### src/rtl/mc_controller_pkg.sv
// Shared encodings for the multicycle MIPS controller: opcodes, functs,
// ALU codes, datapath select codes and the FSM state type.
package mips_mc_pkg;

  localparam logic [5:0] OP_RTYPE = 6'b000000;
  localparam logic [5:0] OP_LW    = 6'b100011;
  localparam logic [5:0] OP_SW    = 6'b101011;
  localparam logic [5:0] OP_ADDI  = 6'b001000;
  localparam logic [5:0] OP_SLTI  = 6'b001010;
  localparam logic [5:0] OP_BEQ   = 6'b000100;
  localparam logic [5:0] OP_BNE   = 6'b000101;
  localparam logic [5:0] OP_J     = 6'b000010;

  localparam logic [5:0] FN_ADD = 6'b100000;
  localparam logic [5:0] FN_SUB = 6'b100010;
  localparam logic [5:0] FN_AND = 6'b100100;
  localparam logic [5:0] FN_OR  = 6'b100101;
  localparam logic [5:0] FN_SLT = 6'b101010;
  localparam logic [5:0] FN_JR  = 6'b001000;

  localparam logic [2:0] ALU_AND = 3'b000;
  localparam logic [2:0] ALU_OR  = 3'b001;
  localparam logic [2:0] ALU_ADD = 3'b010;
  localparam logic [2:0] ALU_SUB = 3'b110;
  localparam logic [2:0] ALU_SLT = 3'b111;

  localparam logic [1:0] ALU_SRC_B_REG     = 2'b00;
  localparam logic [1:0] ALU_SRC_B_FOUR    = 2'b01;
  localparam logic [1:0] ALU_SRC_B_IMM     = 2'b10;
  localparam logic [1:0] ALU_SRC_B_IMM_SH2 = 2'b11;

  localparam logic [1:0] PC_SRC_ALU    = 2'b00;
  localparam logic [1:0] PC_SRC_JUMP   = 2'b01;
  localparam logic [1:0] PC_SRC_ALUOUT = 2'b10;
  localparam logic [1:0] PC_SRC_REG    = 2'b11;

  localparam logic [1:0] REG_DST_RT = 2'b00;
  localparam logic [1:0] REG_DST_RD = 2'b01;
  localparam logic [1:0] REG_DST_RA = 2'b10;

  typedef enum logic [3:0] {
    S_FETCH    = 4'd0,
    S_DECODE   = 4'd1,
    S_MEM_ADR  = 4'd2,
    S_MEM_RD   = 4'd3,
    S_MEM_WB   = 4'd4,
    S_MEM_WR   = 4'd5,
    S_RTYPE_EX = 4'd6,
    S_RTYPE_WB = 4'd7,
    S_IMM_EX   = 4'd8,
    S_IMM_WB   = 4'd9,
    S_BRANCH   = 4'd10,
    S_JUMP     = 4'd11,
    S_JR       = 4'd12
  } state_e;

  // Which ALU operation a state asks for; resolved to a code by alu_decoder.
  typedef enum logic [2:0] {
    ALU_CLS_NONE  = 3'd0,
    ALU_CLS_ADD   = 3'd1,
    ALU_CLS_SUB   = 3'd2,
    ALU_CLS_FUNCT = 3'd3,
    ALU_CLS_IMM   = 3'd4
  } alu_cls_e;

  function automatic logic is_rtype_alu(input logic [5:0] fn);
    return (fn == FN_ADD) || (fn == FN_SUB) || (fn == FN_AND) ||
           (fn == FN_OR)  || (fn == FN_SLT);
  endfunction

endpackage

### src/rtl/mc_controller_alu_decoder.sv
// Combinational ALU-control decode from state class, opcode and funct.
module alu_decoder
  import mips_mc_pkg::*;
(
  input  alu_cls_e   cls_i,
  input  logic [5:0] opcode_i,
  input  logic [5:0] funct_i,
  output logic [2:0] alu_ctrl_o
);

  // Map the requested class to a concrete ALU code; unlisted cases read AND (0).
  always_comb begin
    alu_ctrl_o = ALU_AND;
    case (cls_i)
      ALU_CLS_ADD: alu_ctrl_o = ALU_ADD;
      ALU_CLS_SUB: alu_ctrl_o = ALU_SUB;
      ALU_CLS_FUNCT: begin
        case (funct_i)
          FN_ADD:  alu_ctrl_o = ALU_ADD;
          FN_SUB:  alu_ctrl_o = ALU_SUB;
          FN_AND:  alu_ctrl_o = ALU_AND;
          FN_OR:   alu_ctrl_o = ALU_OR;
          FN_SLT:  alu_ctrl_o = ALU_SLT;
          default: alu_ctrl_o = ALU_AND;
        endcase
      end
      ALU_CLS_IMM: alu_ctrl_o = (opcode_i == OP_SLTI) ? ALU_SLT : ALU_ADD;
      default:     alu_ctrl_o = ALU_AND;
    endcase
  end

endmodule

### src/rtl/mc_controller.sv
// Multicycle MIPS control unit: Moore FSM driving datapath selects/enables,
// branch-qualified zero, and a retired-instruction pulse and counter.
module mc_controller
  import mips_mc_pkg::*;
#(
  parameter int unsigned CNT_W = 32
) (
  input  logic             clk,
  input  logic             rst,
  input  logic [5:0]       opcode,
  input  logic [5:0]       funct,
  input  logic             zero,
  output logic             zero_to_dp,
  output logic [1:0]       reg_dst,
  output logic             mem_to_reg,
  output logic             alu_src_a,
  output logic [1:0]       alu_src_b,
  output logic [1:0]       pc_src,
  output logic [2:0]       alu_ctrl,
  output logic             reg_write,
  output logic             IorD,
  output logic             pc_write,
  output logic             pc_write_cond,
  output logic             ir_write,
  output logic             mem_read,
  output logic             mem_write,
  output logic             instr_done,
  output logic [CNT_W-1:0] instr_count
);

  state_e           state_q, state_d;
  logic [CNT_W-1:0] instr_count_q, instr_count_d;
  alu_cls_e         alu_cls;

  logic reg_write_raw, pc_write_raw, pc_write_cond_raw, ir_write_raw;
  logic mem_read_raw, mem_write_raw, done_raw;

  // State register; reset parks the FSM in FETCH.
  always_ff @(posedge clk) begin
    if (rst) state_q <= S_FETCH;
    else     state_q <= state_d;
  end

  // Next-state and Moore output decode; every output defaults to 0.
  always_comb begin
    state_d           = S_FETCH;
    reg_dst           = REG_DST_RT;
    mem_to_reg        = 1'b0;
    alu_src_a         = 1'b0;
    alu_src_b         = ALU_SRC_B_REG;
    pc_src            = PC_SRC_ALU;
    alu_cls           = ALU_CLS_NONE;
    IorD              = 1'b0;
    reg_write_raw     = 1'b0;
    pc_write_raw      = 1'b0;
    pc_write_cond_raw = 1'b0;
    ir_write_raw      = 1'b0;
    mem_read_raw      = 1'b0;
    mem_write_raw     = 1'b0;
    done_raw          = 1'b0;
    case (state_q)
      S_FETCH: begin
        mem_read_raw = 1'b1;
        ir_write_raw = 1'b1;
        alu_src_b    = ALU_SRC_B_FOUR;
        alu_cls      = ALU_CLS_ADD;
        pc_src       = PC_SRC_ALU;
        pc_write_raw = 1'b1;
        state_d      = S_DECODE;
      end
      S_DECODE: begin
        alu_src_b = ALU_SRC_B_IMM_SH2;
        alu_cls   = ALU_CLS_ADD;
        case (opcode)
          OP_LW, OP_SW:     state_d = S_MEM_ADR;
          OP_ADDI, OP_SLTI: state_d = S_IMM_EX;
          OP_BEQ, OP_BNE:   state_d = S_BRANCH;
          OP_J:             state_d = S_JUMP;
          OP_RTYPE: begin
            if (is_rtype_alu(funct))  state_d = S_RTYPE_EX;
            else if (funct == FN_JR)  state_d = S_JR;
            else                      done_raw = 1'b1;
          end
          default: done_raw = 1'b1;
        endcase
      end
      S_MEM_ADR: begin
        alu_src_a = 1'b1;
        alu_src_b = ALU_SRC_B_IMM;
        alu_cls   = ALU_CLS_ADD;
        state_d   = (opcode == OP_SW) ? S_MEM_WR : S_MEM_RD;
      end
      S_MEM_RD: begin
        IorD         = 1'b1;
        mem_read_raw = 1'b1;
        state_d      = S_MEM_WB;
      end
      S_MEM_WB: begin
        reg_dst       = REG_DST_RT;
        mem_to_reg    = 1'b1;
        reg_write_raw = 1'b1;
        done_raw      = 1'b1;
      end
      S_MEM_WR: begin
        IorD          = 1'b1;
        mem_write_raw = 1'b1;
        done_raw      = 1'b1;
      end
      S_RTYPE_EX: begin
        alu_src_a = 1'b1;
        alu_src_b = ALU_SRC_B_REG;
        alu_cls   = ALU_CLS_FUNCT;
        state_d   = S_RTYPE_WB;
      end
      S_RTYPE_WB: begin
        reg_dst       = REG_DST_RD;
        reg_write_raw = 1'b1;
        done_raw      = 1'b1;
      end
      S_IMM_EX: begin
        alu_src_a = 1'b1;
        alu_src_b = ALU_SRC_B_IMM;
        alu_cls   = ALU_CLS_IMM;
        state_d   = S_IMM_WB;
      end
      S_IMM_WB: begin
        reg_dst       = REG_DST_RT;
        reg_write_raw = 1'b1;
        done_raw      = 1'b1;
      end
      S_BRANCH: begin
        alu_src_a         = 1'b1;
        alu_src_b         = ALU_SRC_B_REG;
        alu_cls           = ALU_CLS_SUB;
        pc_src            = PC_SRC_ALUOUT;
        pc_write_cond_raw = 1'b1;
        done_raw          = 1'b1;
      end
      S_JUMP: begin
        pc_src       = PC_SRC_JUMP;
        pc_write_raw = 1'b1;
        done_raw     = 1'b1;
      end
      S_JR: begin
        pc_src       = PC_SRC_REG;
        pc_write_raw = 1'b1;
        done_raw     = 1'b1;
      end
      default: state_d = S_FETCH;
    endcase
  end

  alu_decoder u_alu_decoder (
    .cls_i      (alu_cls),
    .opcode_i   (opcode),
    .funct_i    (funct),
    .alu_ctrl_o (alu_ctrl)
  );

  // Enables and the retire pulse are masked while reset is held so an
  // abandoned instruction never writes state.
  assign reg_write     = reg_write_raw     & ~rst;
  assign pc_write      = pc_write_raw      & ~rst;
  assign pc_write_cond = pc_write_cond_raw & ~rst;
  assign ir_write      = ir_write_raw      & ~rst;
  assign mem_read      = mem_read_raw      & ~rst;
  assign mem_write     = mem_write_raw     & ~rst;
  assign instr_done    = done_raw          & ~rst;

  assign zero_to_dp = (opcode == OP_BEQ) ? zero :
                      (opcode == OP_BNE) ? ~zero : 1'b0;

  // Retired-instruction counter next value; wraps naturally.
  always_comb begin
    instr_count_d = instr_count_q;
    if (instr_done) instr_count_d = instr_count_q + CNT_W'(1);
  end

  // Retired-instruction counter register.
  always_ff @(posedge clk) begin
    if (rst) instr_count_q <= '0;
    else     instr_count_q <= instr_count_d;
  end

  assign instr_count = instr_count_q;

endmodule

### config.mk
export PLATFORM = sky130hd
export DESIGN_NAME = mc_controller
export DESIGN_NICKNAME = d
export VERILOG_FILES = /design/src/rtl/mc_controller_pkg.sv /design/src/rtl/mc_controller_alu_decoder.sv /design/src/rtl/mc_controller.sv
export SDC_FILE = /design/constraint.sdc
export NUM_CORES = 1
export LEC_CHECK = 0
export CORE_MARGIN = 10
export CORE_UTILIZATION = 32
export DETAILED_ROUTE_END_ITERATION = 10
export SYNTH_ARGS = -nofsm -noshare
export SYNTH_HDL_FRONTEND = slang
export SYNTH_SLANG_ARGS = --single-unit
### constraint.sdc
create_clock -name clk -period 9.3 [get_ports clk]
set_input_delay 2.325 -clock clk [delete_from_list [all_inputs] [get_ports clk]]
set_output_delay 2.325 -clock clk [all_outputs]
set_load 0.02 [all_outputs]
==> flow_summary.json <==
{
  "outcome": "complete, no violations",
  "synthCells": 314,
  "crit_buf_inv": 3,
  "dr_total_vias": 2539,
  "yosys.area_share.simple": 0.356,
  "yosysUniqueCellTypes": 57,
  "antenna_cells": 0,
  "core-area_um2": 7290,
  "clk_latency_ns": 0.29,
  "synth-edff-count": 0,
  "synthTopCellsByCount": "a21oi_1 (39), dfxtp_1 (36), nor2_1 (34)",
  "start_util": 0.330,
  "path_clk_slew_ns": 0.07,
  "hold_class": "register to register",
  "place_congestion": 0.849,
  "antenna_found_initial": 0,
  "p_per_area_nw_per_um2": 103,
  "cpMaxStageDelayCell": "or4_1",
  "maxCapViolCount": 0,
  "syn_nets": 330,
  "ys.flop_type": "dfxtp_1",
  "drive_above_1_share": 0.0384,
  "rsz0062_at_grt": "no",
  "ys_warn_count": 0,
  "grt_pass1_wl_mm": 11.8,
  "cpPeakStageDelay_ns": 0.62,
  "grt_pass1_vias": 2384,
  "peakVddDrop_mv": 0.0533,
  "io_pins": 67,
  "synth_area_per_cell_um2": 7.67,
  "dpl_cell_area_um2": 3020,
  "dr.pass1.iters": 4,
  "cts_buffers": 5,
  "drt.antenna.violating_nets": 0,
  "cp_max_fo": 54,
  "htreeDepth": 2,
  "synth_seq_cells": 36,
  "grt_max_degree": 55,
  "area_delta_synth_final_pct": 29.1,
  "crit_arrival_ns": 5.06,
  "clockRootBuffer": "clkbuf_8",
  "critPathLaunchType": "input port",
  "cts_hold_buf": 0,
  "clk_path_buf_depth": 2,
  "die-area_um2": 11400,
  "crit_type": "input port to output port",
  "portBuffers": 65,
  "synth_compound_area_frac": 0.226,
  "finalCritPeriodShare": 0.794,
  "die_h_um": 107,
  "async_flop_share": 0,
  "synth_top_cell_by_area": "dfxtp_1",
  "die_w_um": 107,
  "relSlewSlack": 0.428,
  "muxShareOfSynthArea": 0.00883,
  "nFillCells": 778,
  "drt_iter0_drc": 132,
  "synth_xor_area_frac": 0.0145,
  "crit_top_cell": "clkdlybuf4s50_1",
  "crit_family": "buffers and inverters",
  "ys_seq_area_frac": 0.299,
  "max_freq_mhz": 135,
  "avgViaCountPerCell": 5.47,
  "cts_resized": 0,
  "cts_setup_buffers": 0,
  "rows": 31,
  "multi_input_area_um2": 1480,
  "globalRoute.totalOverflow": 0,
  "finalNetCount": 381,
  "synth_top_family_by_area": "simple AND/OR/NAND/NOR gates",
  "cts_tree": "built",
  "crit_required_ns": 6.98,
  "syn-cell-area_um2": 2410,
  "finalSetupViolCount": 0,
  "drt-total-wl_mm": 6.99,
  "post-route-cell-area_um2": 3110,
  "netlist.area_leader.share": 0.299,
  "seqCellArea_um2": 721,
  "hold_violations": 0,
  "drc": 0,
  "period_needed_ns": 7.38,
  "end_kind": "output port",
  "routedWlPerCell_um": 15.1,
  "synthTopCellsByArea": "dfxtp_1 (30%), a21oi_1 (8.1%), o31ai_1 (5.9%)",
  "tightestPinTransition_ns": 0.854,
  "skew_ns": 0.00670,
  "r2r_slack_ns": 6.38,
  "hpwl_mm": 5.00,
  "clock_sinks": 36,
  "yosys.area_share.adder": 0.00519,
  "slew_violations": 0,
  "power.leakage_uw": 0.000933,
  "yosysMostFrequentCell": "a21oi_1",
  "cp_cell_sequence": "clkdlybuf4s50_1 -> or4_1 -> nor4_1 -> o311ai_1 -> and3_1 -> buf_4 -> nor2_1 -> clkdlybuf4s50_1",
  "grt_use_total": 0.123,
  "tns_ns": 0
}
stage by stage:
step,std cells,power [uW],utilization,worst slack (ns),hold WS (ns)
final,464,321,0.427,1.92,0.484
after global routing,464,337,0.427,1.70,0.527
after CTS,464,324,0.427,1.92,0.483
after detailed placement,457,202,0.414,1.95,0.471
after global placement,457,202,0.414,1.94,0.470
after floorplan,314,188,-,2.87,0.551
state kept, by name, summed over array words and instances (netlist names):
name,flops
state_q,4
instr_count,32
logic make-up (layout without fill, tap and decap cells):
| kind of cell | after synthesis | after routing |
|---|---|---|
| xor+xnor | 4 | 4 |
| other cells | 1 | 1 |
| simple gates | 150 | 150 |
| buf+inv | 31 | 82 |
| flops | 36 | 36 |
| fa+ha+maj | 1 | 1 |
| mux | 2 | 2 |
| compound gates | 89 | 89 |
cell type report:
cell class,instances,share of cell area
flip-flops and latches,36,0.232
repair buffers,67,0.214
multi-input cells,247,0.474
clock buffers,7,0.0310
well taps,99,0.0398
inverters,8,0.00965
tightest hold or removal path, stage by stage, from the launching register on:
cell	delay, ns
dfxtp_1	0.32
o31ai_1	0.06
a21oi_1	0.05
cells in the final DEF, fill, tap and decap left out, types with 10 or more instances in the layout:
master	netlist	routed
nand3_1	13	13
a21oi_1	39	39
o21ai_1	10	10
clkdlybuf4s50_1	0	65
o31ai_1	19	19
nor2_1	34	34
dfxtp_1	36	36
or4_1	16	16
or3_1	13	13
nand2_1	23	23
per-layer routing:
layer / vias to the layer above / global-route usage / part of all wire
met4: 0 / 0.0377 / 0.012
met1: 1178 / 0.150 / 0.45
met5: - / 0 / 0
met3: 9 / 0.0599 / 0.095
li1: 1281 / - / -
met2: 71 / 0.186 / 0.45
worst paths after layout:
kind,startpoint,endpoint,cells past startpoint
setup / recovery,opcode[0],instr_done,8
hold / removal,instr_count[31],instr_count[31],2
setup reg to reg,state_q[0],instr_count[18],6
hold reg to reg,instr_count[31],instr_count[31],2
power by group:
part	switching, uW	total, uW	internal [uW]
clock network	56.2	122	66.0
logic	24.0	40.9	16.9
registers	2.67	158	155
total	82.8	321	238
Power figures use the tool's default switching activity.
